[src/rtl/flash_ctrl.sv]
// flash_ctrl: command sequencer for a x16 parallel NOR flash (Intel/Sharp
// style command set).  It turns one accepted request into the matching
// series of bus cycles: array read, word program or block erase with
// status polling, error recovery and a one-cycle completion pulse.
//
// Ports
//   clk, rst          clock; synchronous active-low reset
//   need_to_work      request strobe, sampled only while idle
//   op                00 read, 01 program, 10 block erase, 11 reserved
//   caddr, wdata      word address [22:1] and program data
//   flash_data        last array word read
//   work_done         one-cycle completion pulse
//   busy, err         request in progress / last operation failed
//   fl_addr           flash address pins [22:1]
//   fl_dq_in          flash data bus input
//   fl_dq_out         flash data bus drive value
//   fl_dq_oe          data bus output enable; the tristate lives above
//   fl_ce_n           flash chip enable, active-low
//   fl_oe_n           flash output enable, active-low
//   fl_we_n           flash write enable, active-low
//   fl_byte_n         tied high: x16 mode
//   fl_rp_n           tied high: device not held in reset
//   fl_vpen           tied high: programming enabled
module flash_ctrl #(
    parameter int unsigned WAIT_CYCLES = 3,
    parameter logic [15:0] POLL_LIMIT  = 16'hFFFF
) (
    input  logic        clk,
    input  logic        rst,
    input  logic        need_to_work,
    input  logic [1:0]  op,
    input  logic [21:0] caddr,
    input  logic [15:0] wdata,
    output logic [15:0] flash_data,
    output logic        work_done,
    output logic        busy,
    output logic        err,
    output logic [21:0] fl_addr,
    input  logic [15:0] fl_dq_in,
    output logic [15:0] fl_dq_out,
    output logic        fl_dq_oe,
    output logic        fl_ce_n,
    output logic        fl_oe_n,
    output logic        fl_we_n,
    output logic        fl_byte_n,
    output logic        fl_rp_n,
    output logic        fl_vpen
);

    typedef enum logic [2:0] {
        IDLE, WR_SETUP, WR_PULSE, WR_HOLD, RD_ASSERT, RD_RECOVER, DONE
    } state_t;

    // Sequencer step: names the bus cycle in progress, and therefore the
    // word driven during a write and what follows it.
    typedef enum logic [3:0] {
        SEQ_RD_CMD, SEQ_RD_DATA, SEQ_PG_CMD, SEQ_PG_DATA, SEQ_ER_CMD,
        SEQ_ER_CONF, SEQ_POLL_CMD, SEQ_POLL_RD, SEQ_CLR
    } seq_t;

    localparam logic [3:0] WAIT_LAST = 4'(WAIT_CYCLES - 1);

    state_t      state, state_d;
    seq_t        step, step_d;
    logic [3:0]  wait_cnt, wait_d;
    logic [15:0] poll_cnt, poll_d;
    logic [15:0] wdata_q, wdata_d;
    logic [21:0] addr_d;
    logic        sr_ready, sr_ready_d;
    logic        sr_fail, sr_fail_d;
    logic [15:0] data_d;
    logic        err_d;
    logic        busy_d, done_d, ce_n_d, oe_n_d, we_n_d, dq_oe_d;
    logic [15:0] dq_out_d;

    function automatic logic [15:0] cmd_value(input seq_t s, input logic [15:0] wd);
        case (s)
            SEQ_RD_CMD:   return 16'h00FF;
            SEQ_PG_CMD:   return 16'h0040;
            SEQ_PG_DATA:  return wd;
            SEQ_ER_CMD:   return 16'h0020;
            SEQ_ER_CONF:  return 16'h00D0;
            SEQ_POLL_CMD: return 16'h0070;
            SEQ_CLR:      return 16'h0050;
            default:      return 16'h0000;
        endcase
    endfunction

    assign fl_byte_n = 1'b1;
    assign fl_rp_n   = 1'b1;
    assign fl_vpen   = 1'b1;

    // Next-state and next-output logic.  Every pin is computed from the
    // next state and registered below, so the strobes come straight off
    // flops and line up with the state they belong to.
    always_comb begin
        state_d    = state;
        step_d     = step;
        wait_d     = wait_cnt;
        poll_d     = poll_cnt;
        wdata_d    = wdata_q;
        addr_d     = fl_addr;
        sr_ready_d = sr_ready;
        sr_fail_d  = sr_fail;
        data_d     = flash_data;
        err_d      = err;

        unique case (state)
            IDLE: begin
                if (need_to_work) begin
                    addr_d  = caddr;
                    wdata_d = wdata;
                    err_d   = 1'b0;
                    wait_d  = 4'd0;
                    poll_d  = 16'd0;
                    unique case (op)
                        2'b00: begin step_d = SEQ_RD_CMD; state_d = WR_SETUP; end
                        2'b01: begin step_d = SEQ_PG_CMD; state_d = WR_SETUP; end
                        2'b10: begin step_d = SEQ_ER_CMD; state_d = WR_SETUP; end
                        2'b11: begin err_d = 1'b1; state_d = DONE; end
                    endcase
                end
            end
            WR_SETUP: begin
                wait_d  = 4'd0;
                state_d = WR_PULSE;
            end
            WR_PULSE: begin
                if (wait_cnt == WAIT_LAST) begin
                    wait_d  = 4'd0;
                    state_d = WR_HOLD;
                end else begin
                    wait_d = wait_cnt + 4'd1;
                end
            end
            WR_HOLD: begin
                case (step)
                    SEQ_RD_CMD:   begin step_d = SEQ_RD_DATA;  state_d = RD_ASSERT; end
                    SEQ_PG_CMD:   begin step_d = SEQ_PG_DATA;  state_d = WR_SETUP;  end
                    SEQ_ER_CMD:   begin step_d = SEQ_ER_CONF;  state_d = WR_SETUP;  end
                    SEQ_PG_DATA,
                    SEQ_ER_CONF:  begin step_d = SEQ_POLL_CMD; state_d = WR_SETUP;  end
                    SEQ_POLL_CMD: begin step_d = SEQ_POLL_RD;  state_d = RD_ASSERT; end
                    default:      state_d = DONE;
                endcase
            end
            RD_ASSERT: begin
                // The bus is sampled on the edge that ends the OE window.
                if (wait_cnt == WAIT_LAST) begin
                    wait_d  = 4'd0;
                    state_d = RD_RECOVER;
                    if (step == SEQ_RD_DATA) begin
                        data_d = fl_dq_in;
                    end else begin
                        sr_ready_d = fl_dq_in[7];
                        sr_fail_d  = fl_dq_in[5] | fl_dq_in[4] | fl_dq_in[3] | fl_dq_in[1];
                        poll_d     = poll_cnt + 16'd1;
                    end
                end else begin
                    wait_d = wait_cnt + 4'd1;
                end
            end
            RD_RECOVER: begin
                // Status failure and poll timeout both clear the status
                // register before completing.
                if (step != SEQ_POLL_RD) begin
                    state_d = DONE;
                end else if (sr_ready) begin
                    if (sr_fail) begin
                        err_d   = 1'b1;
                        step_d  = SEQ_CLR;
                        state_d = WR_SETUP;
                    end else begin
                        state_d = DONE;
                    end
                end else if (poll_cnt == POLL_LIMIT) begin
                    err_d   = 1'b1;
                    step_d  = SEQ_CLR;
                    state_d = WR_SETUP;
                end else begin
                    state_d = RD_ASSERT;
                end
            end
            DONE: state_d = IDLE;
            default: state_d = IDLE;
        endcase

        busy_d   = (state_d != IDLE);
        done_d   = (state_d == DONE);
        ce_n_d   = (state_d == IDLE) || (state_d == DONE);
        oe_n_d   = (state_d != RD_ASSERT);
        we_n_d   = (state_d != WR_PULSE);
        dq_oe_d  = (state_d == WR_SETUP) || (state_d == WR_PULSE) || (state_d == WR_HOLD);
        dq_out_d = dq_oe_d ? cmd_value(step_d, wdata_d) : 16'h0000;
    end

    // State, counters, latched request and registered pins.
    always_ff @(posedge clk) begin
        if (!rst) begin
            state      <= IDLE;
            step       <= SEQ_RD_CMD;
            wait_cnt   <= 4'd0;
            poll_cnt   <= 16'd0;
            wdata_q    <= 16'h0000;
            sr_ready   <= 1'b0;
            sr_fail    <= 1'b0;
            flash_data <= 16'h0000;
            err        <= 1'b0;
            busy       <= 1'b0;
            work_done  <= 1'b0;
            fl_addr    <= 22'd0;
            fl_ce_n    <= 1'b1;
            fl_oe_n    <= 1'b1;
            fl_we_n    <= 1'b1;
            fl_dq_oe   <= 1'b0;
            fl_dq_out  <= 16'h0000;
        end else begin
            state      <= state_d;
            step       <= step_d;
            wait_cnt   <= wait_d;
            poll_cnt   <= poll_d;
            wdata_q    <= wdata_d;
            sr_ready   <= sr_ready_d;
            sr_fail    <= sr_fail_d;
            flash_data <= data_d;
            err        <= err_d;
            busy       <= busy_d;
            work_done  <= done_d;
            fl_addr    <= addr_d;
            fl_ce_n    <= ce_n_d;
            fl_oe_n    <= oe_n_d;
            fl_we_n    <= we_n_d;
            fl_dq_oe   <= dq_oe_d;
            fl_dq_out  <= dq_out_d;
        end
    end

endmodule
[config.mk]
export PLATFORM = sky130hd
export DESIGN_NAME = flash_ctrl
export DESIGN_NICKNAME = d
export VERILOG_FILES = /design/src/rtl/flash_ctrl.sv
export SDC_FILE = /design/constraint.sdc
export NUM_CORES = 1
export LEC_CHECK = 0
export BUFFER_PORTS_ARGS = -buffer_cell sky130_fd_sc_hd__buf_2
export CAP_MARGIN = 5
export CORE_UTILIZATION = 49
export CTS_BUF_LIST = sky130_fd_sc_hd__clkbuf_2 sky130_fd_sc_hd__clkbuf_4 sky130_fd_sc_hd__clkbuf_8
export DETAILED_ROUTE_END_ITERATION = 12
export PLACE_DENSITY = 0.78
export REMOVE_ABC_BUFFERS = 1
export SETUP_SLACK_MARGIN = 0.2
export SYNTH_ARGS = -nofsm -noshare
export SYNTH_HDL_FRONTEND = slang
export SYNTH_SLANG_ARGS = --single-unit
[constraint.sdc]
create_clock -name clk -period 2.57 [get_ports clk]
set_clock_uncertainty 0.15 [all_clocks]
set_input_delay 0.257 -clock clk [delete_from_list [all_inputs] [get_ports clk]]
set_output_delay 0.257 -clock clk [all_outputs]
set_load 0.05 [all_outputs]
==> qor.yml <==
cp.required_ns: 2.69
yosysWarnings: 0
n_antenna_cell: 0
grt_antenna_before_repair: 0
cts_inserted_buffers: 9
drv_slew: 0
ios: 123
fin_tns_setup_ns: 0
routed_wl_mm: 12.2
grt_pass1_vias: 4173
period_share_pct: 95.2
fill_cells: 660
synth-xor-area-share_pct: 3.23
syn-instance-count: 502
grt-ovfl-total: 0
drt-initial-drc-count: 184
rsz0062_at_grt: "true"
drc: 0
vias: 4307
port_buffers: 119
post-synth-top-count-cell: "dfxtp_1"
status: "finished, final reports clean"
met1_length_mm: 4.94
cts_tree: "yes"
critical_path_arrival_ns: 2.57
worst_setup_path_end_kind: "flop"
wl_met3_um: 658
synth_edf_count: 0
synthTopCellsByCount: "dfxtp_1, nand2_1, nor2b_1"
detail_route.wl_per_cell_um: 15.2
grt_pass1_wl_mm: 19.3
synth-compound-area-share_pct: 13.7
netlist_area_sq_mm: 0.00460
cap_violations: 0
synth_seq_cells: 106
dieArea_sq_mm: 0.00979
drtPass1Iterations: 4
grtUsageTotal_pct: 24.6
fin_nets: 750
synthTopCellsByArea: "dfxtp_1, mux2i_1, nand2_1"
vdd_ir_drop_max_uv: 489
yosysSeqAreaShare_pct: 46.1
synth_top_family_by_area: "simple AND/OR/NAND/NOR gates"
hold_viol: 0
grt_max_degree: 72
start_util_pct: 50.3
route.met2.wl_mm: 6.20
drive_gt1_share_pct: 36.7
fin_crit_ns: 2.45
ys.flop_type: "dfxtp_1"
crit_type: "flop to flop"
via_per_inst: 5.36
dpl.hpwl_mm: 7.70
ctsHtreeMaxLevel: 3
synth_area_leader_cell: "dfxtp_1"
postSynthAreaPerCell_sq_um: 9.17
core_area_sq_mm: 0.00915
muxShareOfSynthArea_pct: 6.96
setup-violations-final: 0
synthToLayoutAreaGrowth_pct: 38.0
power_uw: 3940
cts_buffer_depth: 2
top_layer_used: "met4"
p_per_area_mw_per_mm2: 620
ant_nets: 0
clock_latency_ns: 0.36
cts.sink_count: 106
synthAdderAreaFrac_pct: 0.815
die_h_um: 98.9
crit_path_start_kind: "flop"
fp-row-count: 35
async_flop_share_pct: 0
globalplace.congestion: 0.954
synthSimpleGateAreaFrac_pct: 24.9
clkSlewWorstSetupHoldPaths_ns: 0.11
synth_top_area_share_pct: 46.1
maxSlewHeadroom_pct: 62.4
tightest_slew_ns: 0.564
fmaxAchievable_ghz: 0.409
cp_max_fo: 4
holdCritPathClass: "primary input to flop"
die_w_um: 98.9
root_buffer: "clkbuf_8"
synth_cell_types: 67
power.leakage_uw: 0.00290
-- power breakdown --
group | total, uW | internal (uW) | switching [uW] | leakage, uW
clock network | 979 | 385 | 594 | 0.0000972
registers | 1820 | 1760 | 56.8 | 0.000871
logic | 1150 | 420 | 727 | 0.00193
-- cell families (layout without fill, tap and decap cells) --
family                     after synthesis  count (layout)
muxes                                   32              32
DFF                                    106             106
other                                    1               3
adders and majority gates                3               3
buffers and inverters                   41             230
AOI/OAI and AO/OA                       89              89
and+or+nand+nor                        213             213
xor gates and xnor gates                17              17
-- critical path: stages (launching register included) --
cell	delay, ns
dfxtp_2	0.34
inv_2	0.06
ha_4	0.12
or3b_4	0.40
nor3_4	0.22
o2111ai_2	0.14
or4_4	0.45
or3_1	0.32
a21oi_1	0.15
-- cell usage in the layout (no fill, tap or decap), drive strengths merged, types with 5 or more instances in the layout --
cell type,Yosys,routed
a21boi,23,23
a21oi,15,15
a31oi,5,5
and2,10,10
buf,15,175
clkbuf,17,11
dfxtp,106,106
dlygate4sd3,0,29
inv,9,13
mux2i,32,32
nand2,72,72
nand3,9,9
nand4,9,9
nor2,38,38
nor2b,38,38
o21ai,19,19
or3,9,9
or4,5,5
xnor2,6,6
xor2,11,11
-- layout make-up --
type                       instances  area (sq um)  share of cell area [%]
multi-input combinational        357          2510                    39.4
sequential                       106          2150                    33.8
timing repair buffer             205          1340                    21.1
tap                              111           139                    2.19
clock buffer                      10           131                    2.07
clock inverter                     6          55.1                   0.866
inverter                           9          33.8                   0.532
-- stage by stage --
step	std cells	worst slack, ns	cell area, sq um	hold WS (ns)	utilization (%)
global route	804	0.0373	6350	0.0112	69.4
floorplan	472	-2.42	4450	0.187	-
finish	804	0.124	6350	0.00536	69.4
global placement	738	0.0769	5460	0.288	59.7
detailed placement	738	0.0218	5460	0.296	59.7
CTS	792	0.140	6130	0.000611	67.0
-- worst paths after layout --
path	start	endpoint	slack, ns	cells past startpoint
min reg2reg	fl_addr[9]	fl_addr[9]	0.31	2
max reg2reg	wait_cnt[0]	poll_cnt[11]	0.12	8
max	wait_cnt[0]	poll_cnt[11]	0.12	8
min	fl_dq_in[10]	flash_data[10]	0.005	3
-- state kept, by name, indices dropped and copies added, names as in the netlist, 3 cells and up --
register,cells
step,4
wdata_q,16
wait_cnt,4
fl_addr,22
fl_dq_out,16
poll_cnt,16
state,3
flash_data,16
-- layer usage --
layer / vias up / track usage (%)
li1: 2086 / -
met1: 2010 / 27.9
met2: 167 / 43.6
met3: 44 / 5.25
met4: 0 / 12.1
met5: - / 0
-- timing repair --
item                                    4_1_cts  5_1_grt
buffers inserted                              9       12
pin swaps                                    21       14
hold endpoints to repair                     29        0
hold buffers                                 29        0
endpoints found under the setup margin       19       25
gates resized for setup                      29       36
Note: power is estimated with default switching activity, not from simulation.
